$ cat config.mk
export PLATFORM = sky130hd
export DESIGN_NAME = cp_remove
export DESIGN_NICKNAME = d
export VERILOG_FILES = /design/src/rtl/ofdm_pkg.sv /design/src/rtl/cp_geom.sv /design/src/rtl/cp_remove.sv
export SDC_FILE = /design/constraint.sdc
export NUM_CORES = 1
export LEC_CHECK = 0
export ABC_AREA = 1
export CAP_MARGIN = 20
export CORE_MARGIN = 5
export CORE_UTILIZATION = 25
export DETAILED_ROUTE_END_ITERATION = 10
export GPL_TIMING_DRIVEN = 0
export PLACE_DENSITY = 0.55
export SYNTH_ARGS = -nofsm -noshare
export SYNTH_HDL_FRONTEND = slang
export SYNTH_SLANG_ARGS = --single-unit
$ cat constraint.sdc
create_clock -name CLK_I -period 1.6 [get_ports CLK_I]
set_input_delay 0.32 -clock CLK_I [delete_from_list [all_inputs] [get_ports CLK_I]]
set_output_delay 0.32 -clock CLK_I [all_outputs]
set_load 0.02 [all_outputs]
$ cat src/rtl/ofdm_pkg.sv
// rtl/ofdm_pkg.sv - OFDM symbol geometry constants and the CP-removal state type
package ofdm_pkg;

  localparam logic [1:0] STD_80211 = 2'b00;
  localparam logic [1:0] STD_80216 = 2'b01;
  localparam logic [1:0] STD_80222 = 2'b10;
  localparam logic [1:0] STD_RSVD  = 2'b11;

  localparam int NFFT_80211 = 64;
  localparam int CP_80211   = 16;
  localparam int NFFT_80216 = 256;
  localparam int CP_80216   = 32;
  localparam int NFFT_80222 = 2048;
  localparam int CP_80222   = 512;

  typedef enum logic [1:0] {
    IDLE = 2'b00,
    CP   = 2'b01,
    DATA = 2'b10
  } state_t;

endpackage

$ cat src/rtl/cp_geom.sv
// rtl/cp_geom.sv - decodes a standard select into NFFT-1, CP-1 and symbol-length-1
module cp_geom
  import ofdm_pkg::*;
#(
  parameter int CW = 12
) (
  input  logic [1:0]    i_std,
  output logic [CW-1:0] o_nfft_m1,
  output logic [CW-1:0] o_cp_m1,
  output logic [CW-1:0] o_sym_m1
);

  // The reserved code decodes like 802.11; the caller never leaves IDLE for it.
  always_comb begin
    o_nfft_m1 = CW'(NFFT_80211 - 1);
    o_cp_m1   = CW'(CP_80211 - 1);
    o_sym_m1  = CW'(NFFT_80211 + CP_80211 - 1);
    case (i_std)
      STD_80216: begin
        o_nfft_m1 = CW'(NFFT_80216 - 1);
        o_cp_m1   = CW'(CP_80216 - 1);
        o_sym_m1  = CW'(NFFT_80216 + CP_80216 - 1);
      end
      STD_80222: begin
        o_nfft_m1 = CW'(NFFT_80222 - 1);
        o_cp_m1   = CW'(CP_80222 - 1);
        o_sym_m1  = CW'(NFFT_80222 + CP_80222 - 1);
      end
      default: ;
    endcase
  end

endmodule

$ cat src/rtl/cp_remove.sv
// rtl/cp_remove.sv - strips the cyclic prefix from each received OFDM symbol
module cp_remove
  import ofdm_pkg::*;
#(
  parameter int DW = 32,
  parameter int CW = 12
) (
  input  logic          CLK_I,
  input  logic          RST_I,
  input  logic [DW-1:0] DAT_I,
  input  logic          CYC_I,
  input  logic          STB_I,
  input  logic          WE_I,
  output logic          ACK_O,
  output logic [DW-1:0] DAT_O,
  output logic          CYC_O,
  output logic          STB_O,
  output logic          WE_O,
  input  logic          ACK_I,
  output logic          FIRST_O,
  output logic          LAST_O,
  input  logic [1:0]    STD
);

  logic          r_cyc_d;
  logic [1:0]    r_std_q;
  state_t        r_state;
  logic [CW-1:0] r_s_cnt;

  logic [CW-1:0] w_nfft_m1;
  logic [CW-1:0] w_cp_m1;
  logic [CW-1:0] w_sym_m1;
  logic [CW-1:0] w_cp;
  logic          w_cyc_rise;
  logic          w_ena;
  logic          w_out_halt;
  logic          w_take_data;

  cp_geom #(.CW(CW)) u_geom (
    .i_std     (r_std_q),
    .o_nfft_m1 (w_nfft_m1),
    .o_cp_m1   (w_cp_m1),
    .o_sym_m1  (w_sym_m1)
  );

  // Counter index of the first useful sample: (NFFT+CP-1) - (NFFT-1).
  assign w_cp        = w_sym_m1 - w_nfft_m1;
  assign w_cyc_rise  = CYC_I & ~r_cyc_d;
  assign w_ena       = CYC_I & STB_I & WE_I;
  assign w_out_halt  = STB_O & ~ACK_I;
  assign ACK_O       = w_ena & ~w_out_halt & (r_state != IDLE);
  assign w_take_data = ACK_O & (r_state == DATA);
  assign WE_O        = STB_O;

  always_ff @(posedge CLK_I or posedge RST_I) begin
    if (RST_I) begin
      r_cyc_d <= 1'b0;
      r_std_q <= STD_80211;
      r_state <= IDLE;
      r_s_cnt <= '0;
    end else begin
      r_cyc_d <= CYC_I;
      if (w_cyc_rise) begin
        r_std_q <= STD;
      end

      if (w_cyc_rise) begin
        r_s_cnt <= '0;
      end else if (ACK_O) begin
        r_s_cnt <= (r_s_cnt == w_sym_m1) ? '0 : r_s_cnt + CW'(1);
      end

      if (!CYC_I) begin
        r_state <= IDLE;
      end else if (w_cyc_rise) begin
        r_state <= (STD != STD_RSVD) ? CP : IDLE;
      end else if (ACK_O) begin
        case (r_state)
          CP:      if (r_s_cnt == w_cp_m1)  r_state <= DATA;
          DATA:    if (r_s_cnt == w_sym_m1) r_state <= CP;
          default: r_state <= IDLE;
        endcase
      end
    end
  end

  always_ff @(posedge CLK_I or posedge RST_I) begin
    if (RST_I) begin
      DAT_O   <= '0;
      STB_O   <= 1'b0;
      FIRST_O <= 1'b0;
      LAST_O  <= 1'b0;
      CYC_O   <= 1'b0;
    end else begin
      if (!w_out_halt) begin
        STB_O   <= w_take_data;
        DAT_O   <= DAT_I;
        FIRST_O <= (r_s_cnt == w_cp);
        LAST_O  <= (r_s_cnt == w_sym_m1);
      end

      // The frame stays open downstream until the last registered word is taken.
      if (!CYC_I && (!STB_O || ACK_I)) begin
        CYC_O <= 1'b0;
      end else if (!w_out_halt && w_take_data) begin
        CYC_O <= 1'b1;
      end
    end
  end

endmodule

# Word level (Yosys, flattened, before mapping)
# Cells that the tools add are included.
totals:
  reg_bits: 53
  in_bits: 40
  output_inout_bits: 38
  elab_cells: 57
op_classes:
  n_addsub: 2
  eq_ne: 11
  muxes: 15
  bitwise_logic: 10
  n_reduce_logical: 10
op_table:
  columns: ["cell", "count"]
  rows:
  - ["== test 12 bit", 3]
  - ["two-way mux 12 bit", 3]
  - ["case mux 12 bit (2 select lines)", 1]
  - ["case mux 11 bit (2 select lines)", 1]
  - ["case mux 9 bit (2 select lines)", 1]
  - ["adder 12 x 1 -> 12 bit, second input constant", 1]
  - ["subtractor 12 bit", 1]
  - ["two-way mux 2 bit", 5]
  - ["bitwise AND 1 bit", 7]
  - ["nonzero test 2 bit", 3]
  - ["== test 2 x 1 -> 1 bit, second input constant", 2]
  - ["== test 2 bit, second input constant", 2]
  - ["!= test 4 x 3 -> 1 bit, second input constant", 1]
  - ["!= test 4 bit, second input constant", 1]
  - ["case mux 2 bit (2 select lines)", 1]
  - ["logical NOT 1 bit", 3]
  - ["two-way mux 1 bit", 3]
  - ["!= test 3 x 1 -> 1 bit, second input constant", 1]
  - ["NOT 1 bit", 3]
  - ["AND reduction 3 bit", 1]
  - ["logical AND 1 bit", 2]
  - ["!= test 2 bit, second input constant", 1]
  - ["logical OR 1 bit", 1]

# Logic depth before layout (Yosys ltp)
depth:
  word_depth: 9
  mapped_depth: 12
  ltp_nobuf: 12

# Hierarchy
# From an unflattened synthesis, not the netlist that was laid out.
unflattened:
  cells_unflattened: 560
  hier_area_um2: 3930.0
modules_own_cells:
  columns: ["mod", "n_inst", "cells_per_inst", "area_per_inst_um2", "seq_area_each_um2"]
  rows:
  - ["cp_remove", 1, 519, 3634.7, 1326.3]
  - ["cp_geom", 1, 41, 295.3, 0.0]

# Least setup slack after synthesis
# No wires, ideal clock.
synth_timing:
  path_type: "register to register"
  from: "register r_std_q[0]"
  to: "register r_s_cnt[6]"
  setup_time_ns: 0.118
  arrival_time_ns: 1.462
  required_time_ns: 1.482
  setup_slack_ns: 0.019
  path_stages_with_launch: 13
  path_buffers: 0
  period_less_slack_ns: 1.581
  cell_sequence: "dfrtp_1 -> inv_1 -> ha_1 -> inv_1 -> nand2_1 -> nand2_1 -> nand2_1 -> nor2_1 -> nand2_1 -> nand2_1 -> nand2_1 -> inv_1 -> nor2_1"
synth_between:
  elab_chain_len: 6
  elab_cells_between_ends: 7
  cone_classes: "3 x eq/ne; 4 x mux"
synth_rtl:
  columns: ["element", "line_no", "rtl"]
  rows:
  - ["start: declaration", "cp_remove.sv:26", "logic [1:0] r_std_q;"]
  - ["start signal: assignment", "cp_remove.sv:58", "r_std_q <= STD_80211;"]
  - ["start signal: assignment", "cp_remove.sv:64", "r_std_q <= STD;"]
  - ["== test 2 bit / == test 2 x 1 -> 1 bit (equally long branches)", "cp_geom.sv:18", "case (i_std)"]
  - ["case mux 12 bit (2 select lines) (*)", "cp_geom.sv:18", null]
  - ["== test 12 bit (*)", "cp_remove.sv:70", "r_s_cnt <= (r_s_cnt == w_sym_m1) ? '0 : r_s_cnt + CW'(1);"]
  - ["two-way mux 12 bit (*)", "cp_remove.sv:70", null]
  - ["two-way mux 12 bit (*)", "cp_remove.sv:69", "end else if (ACK_O) begin"]
  - ["two-way mux 12 bit (*)", "cp_remove.sv:67", "if (w_cyc_rise) begin"]
  - ["end signal: assignment", "cp_remove.sv:70", null]
  - ["end: declaration", "cp_remove.sv:28", "logic [CW-1:0] r_s_cnt;"]
# Every way passes the cells marked *; elsewhere a longest branch is shown, timed or not. The select of a mux whose other input is x is not followed.
# A chain may end at the register's enable or synchronous reset.

# Worst setup path in the final report
layout_timing:
  from: "register r_std_q[0]"
  to: "register r_s_cnt[5]"
# Same word-level chain as after synthesis.

==> results.md <==
- Result of the run: finished with violations
- Violations in the final reports: negative setup slack
- Power density over the cells: roughly 750 mW/mm2
- # H-tree levels: 2
- Final wirelength: approximately 6.6 mm
- Total of endpoints with negative setup slack in the final report: 14
- Cell chosen for the clock root: sky130_fd_sc_hd__clkbuf_8
- Startpoint class of the critical path: flop
- Nets@finish: just over 400
- Max capacitance violation total: 0
- Initial antenna violation count: 0
- Maximum count of clock buffers along a single path: 2
- Critical path required time: 1.79 ns
- VDD IR max: roughly 0.34 mV
- Overall die width: roughly 110 um
- Crit Path Category: flop to flop
- Endpoint type of the worst setup path: flop
- Critical Path AT: roughly 1.9 ns
- Count of distinct cell types in the synthesized netlist: 25
- Warning count from the yosys run: 0
- Worst-path fanout max: 5
- Final critical-path share of the clock period: 106%
- Worst path setup slack after routing: -0.0966 ns
- WL per Instance: about 13 um
- Cell total after placement: 480
- GRT overflow: 0
- Clock latency on the worst-skew pair: ~0.3 ns
- Antenna Cells: 0
- Number of flops mapped to enable cells by yosys: 0
- Minimum clock period: roughly 1.7 ns
- Worst Tran Pin Value: slightly below 0.7 ns
- Number of synthesized register bits: 53
- Number of port buffers: 77
- Multi-input gate area in the final layout: 0.00125 mm2
- CP max stage cell: sky130_fd_sc_hd__dfrtp_1
- Max-Slew Margin vs Limit: 53.9%
- Maximum number of pins on one net before global-route repair: 30
- Total routing usage reported by global routing: between 10% and 20%
- Hold WC Path Type: input pin to flop
- TritonCTS clock tree: yes
- Half-perimeter wire length after detailed placement: 4.56 mm
- Starting density of the core: roughly 25%
- Ports placed on the boundary: 78
- Area of the die: between 0.01 and 0.015 mm2
- Fraction of layout cells with a size suffix above 1: between 30% and 40%
- Worst-case hold slack: 0.384 ns
- Final Max Tran Viols: 0
- Most used flip-flop cell after synthesis: sky130_fd_sc_hd__dfrtp_1
- Die height: between 100 and 150 um
- Sinks on the clock net: 53
- Storage cell area: ~0.0013 mm2
- Maximum cell stage delay along the critical path: 0.40 ns
- Vias in the first global route: between 2000 and 2500
- Sequential share of the synthesized area: 51.4%
- First-pass GRT wire length: 10.5 mm
- Number of DRC violations after detailed-routing iteration 0: ~130
- Area of all placed cells without fillers: 0.00396 mm2
- Number of detailed-route iterations in the first pass: 4
- Number of endpoints with negative hold slack in the final report: 0
- Commonest cells after routing, fill and taps aside: sky130_fd_sc_hd__dfrtp_1 (51), sky130_fd_sc_hd__nand2_1 (39), sky130_fd_sc_hd__clkdlybuf4s50_1 (38), sky130_fd_sc_hd__mux2_2 (32), sky130_fd_sc_hd__inv_1 (28)
- Post-synthesis async set-or-reset flop share: between 90% and 100%
- Fillers: roughly 1000
- Floorplan row count: 37
- Unrepaired setup endpoints after global routing: true
- Cell area after placement: 0.00354 mm2
- Minimum setup slack after placement: -0.683 ns
- Total leakage power: between 0.0015 and 0.002 uW
- Number of design rule violations left after detail routing: 0
- Antenna violation net count after detailed routing: 0
- Final design utilization: approximately 39%
- Most common cell after layout, fill and taps aside: sky130_fd_sc_hd__dfrtp_1
- Top achievable clock speed: about 0.59 GHz
- Count of vias placed by the detailed router: about 2200
- Fin Clk Skew: about 0.0063 ns
- Via density per instance: about 4.4
- Worst-path clk slew: ~0.090 ns
- Number of buffers inserted during clock tree synthesis: 5
- Weighted congestion at the end of routability-driven global placement: between 0.8 and 0.9
- Summed instance area of the synthesized netlist: about 0.0026 mm2
- Non-filler instance count after layout: between 500 and 600
- Number of nets produced by synthesis: approximately 310
- Area of the core: between 0.01 and 0.015 mm2
- Mean area per synthesized cell: between 9 and 10 um2
- Sequence of cells on the critical path: inv_2 > ha_4 > inv_4 > nand2_2 > nand2_2 > nand2_2 > nor2_4 > nand2_4 > nand2_4 > nand2_4 > o21ai_2 > nor2_2
- Instance count of the mapped netlist: between 200 and 300
- Area growth syn-to-layout: 53.3%
-- synth_stat cells, types with 2 or more instances --
library cell | count | area, um2
sky130_fd_sc_hd__nor2_2 | 2 | 12.5
sky130_fd_sc_hd__nand4_1 | 7 | 43.8
sky130_fd_sc_hd__dfrtp_1 | 53 | 1330
sky130_fd_sc_hd__nor2_4 | 2 | 22.5
sky130_fd_sc_hd__inv_1 | 36 | 135
sky130_fd_sc_hd__buf_2 | 3 | 15.0
sky130_fd_sc_hd__o21ai_0 | 12 | 60.1
sky130_fd_sc_hd__nand2_1 | 53 | 199
sky130_fd_sc_hd__nor2_1 | 20 | 75.1
sky130_fd_sc_hd__a21oi_1 | 3 | 15.0
sky130_fd_sc_hd__nand3_1 | 24 | 120
sky130_fd_sc_hd__ha_1 | 6 | 75.1
sky130_fd_sc_hd__mux2_2 | 32 | 360
sky130_fd_sc_hd__xnor2_1 | 2 | 17.5
-- cell families (layout without fill, tap and decap cells) --
kind of cell	Yosys count	after routing	synth area share (%)
simple gates	113	113	20.4
mux	32	32	14.0
xor+xnor	3	3	1.02
compound gates	17	17	3.49
fa+ha+maj	6	6	2.91
flops	53	53	51.4
buf+inv	42	143	6.84
-- state kept, by name, summed over array words and instances, names as in the netlist --
| name | cells |
|---|---|
| r_std_q | 2 |
| LAST_O | 1 |
| r_cyc_d | 1 |
| DAT_O | 32 |
| r_s_cnt | 12 |
| FIRST_O | 1 |
| r_state | 2 |
| STB_O | 1 |
| CYC_O | 1 |
-- critical path: cells and delay by family (launching register included) --
kind                       cells  cell delay [ns]
and+or+nand+nor                8             0.66
DFF                            1             0.40
adders and majority gates      1             0.23
buffers and inverters          2             0.19
AOI/OAI and AO/OA              1             0.09
-- path summary, 6_finish.rpt --
check,startpoint,depth (start not counted),slack [ns],to
max reg2reg,r_std_q[0],12,-0.1,r_s_cnt[5]
max in group asynchronous,RST_I,3,0.61,DAT_O[23]
min in group asynchronous,RST_I,2,0.46,DAT_O[24]
max,r_std_q[0],12,-0.1,r_s_cnt[5]
min reg2reg,DAT_O[2],1,0.51,DAT_O[2]
min,CYC_I,1,0.38,r_cyc_d
-- metrics by stage --
stage          total power [uW]  TNS, ns
4_1_cts                    2920   -0.527
3_3_place_gp               2050   -16.10
2_1_floorplan              1790        0
5_1_grt                    3130    -1.72
6_report                   2950   -0.742
3_5_place_dp               2060   -12.38
-- final cells by class --
type                            count  area share [%]
Buffer                              5            1.14
Clock buffer                        6            1.83
Clock inverter                      2           0.348
Inverter                           37            3.73
Multi-Input combinational cell    171            31.7
Sequential cell                    53            33.6
Tap cell                          136            4.30
Timing Repair Buffer               93            23.3
-- routing by layer --
metal	GRT usage, %	up-vias	routed length [um]
met1	13.5	1034	3060
li1	-	1070	-
met4	2.35	0	89
met3	2.93	11	369
met2	16.4	79	3090
met5	0	-	0
-- power by group --
part | switching [uW] | internal (uW) | total (uW)
registers | 54.9 | 1420 | 1470
logic | 364 | 366 | 730
clock network | 442 | 313 | 755
total | 860 | 2090 | 2950
-- timing repair --
item / CTS / global route
resized for setup: 54 / 51
endpoints found under the setup margin: 37 / 58
pin swaps: 8 / 11
buffers inserted: 12 / 3
hold buffers: 0 / 0
hold endpoints to repair: 0 / 0
No activity file was read; power rests on OpenSTA's default activity.
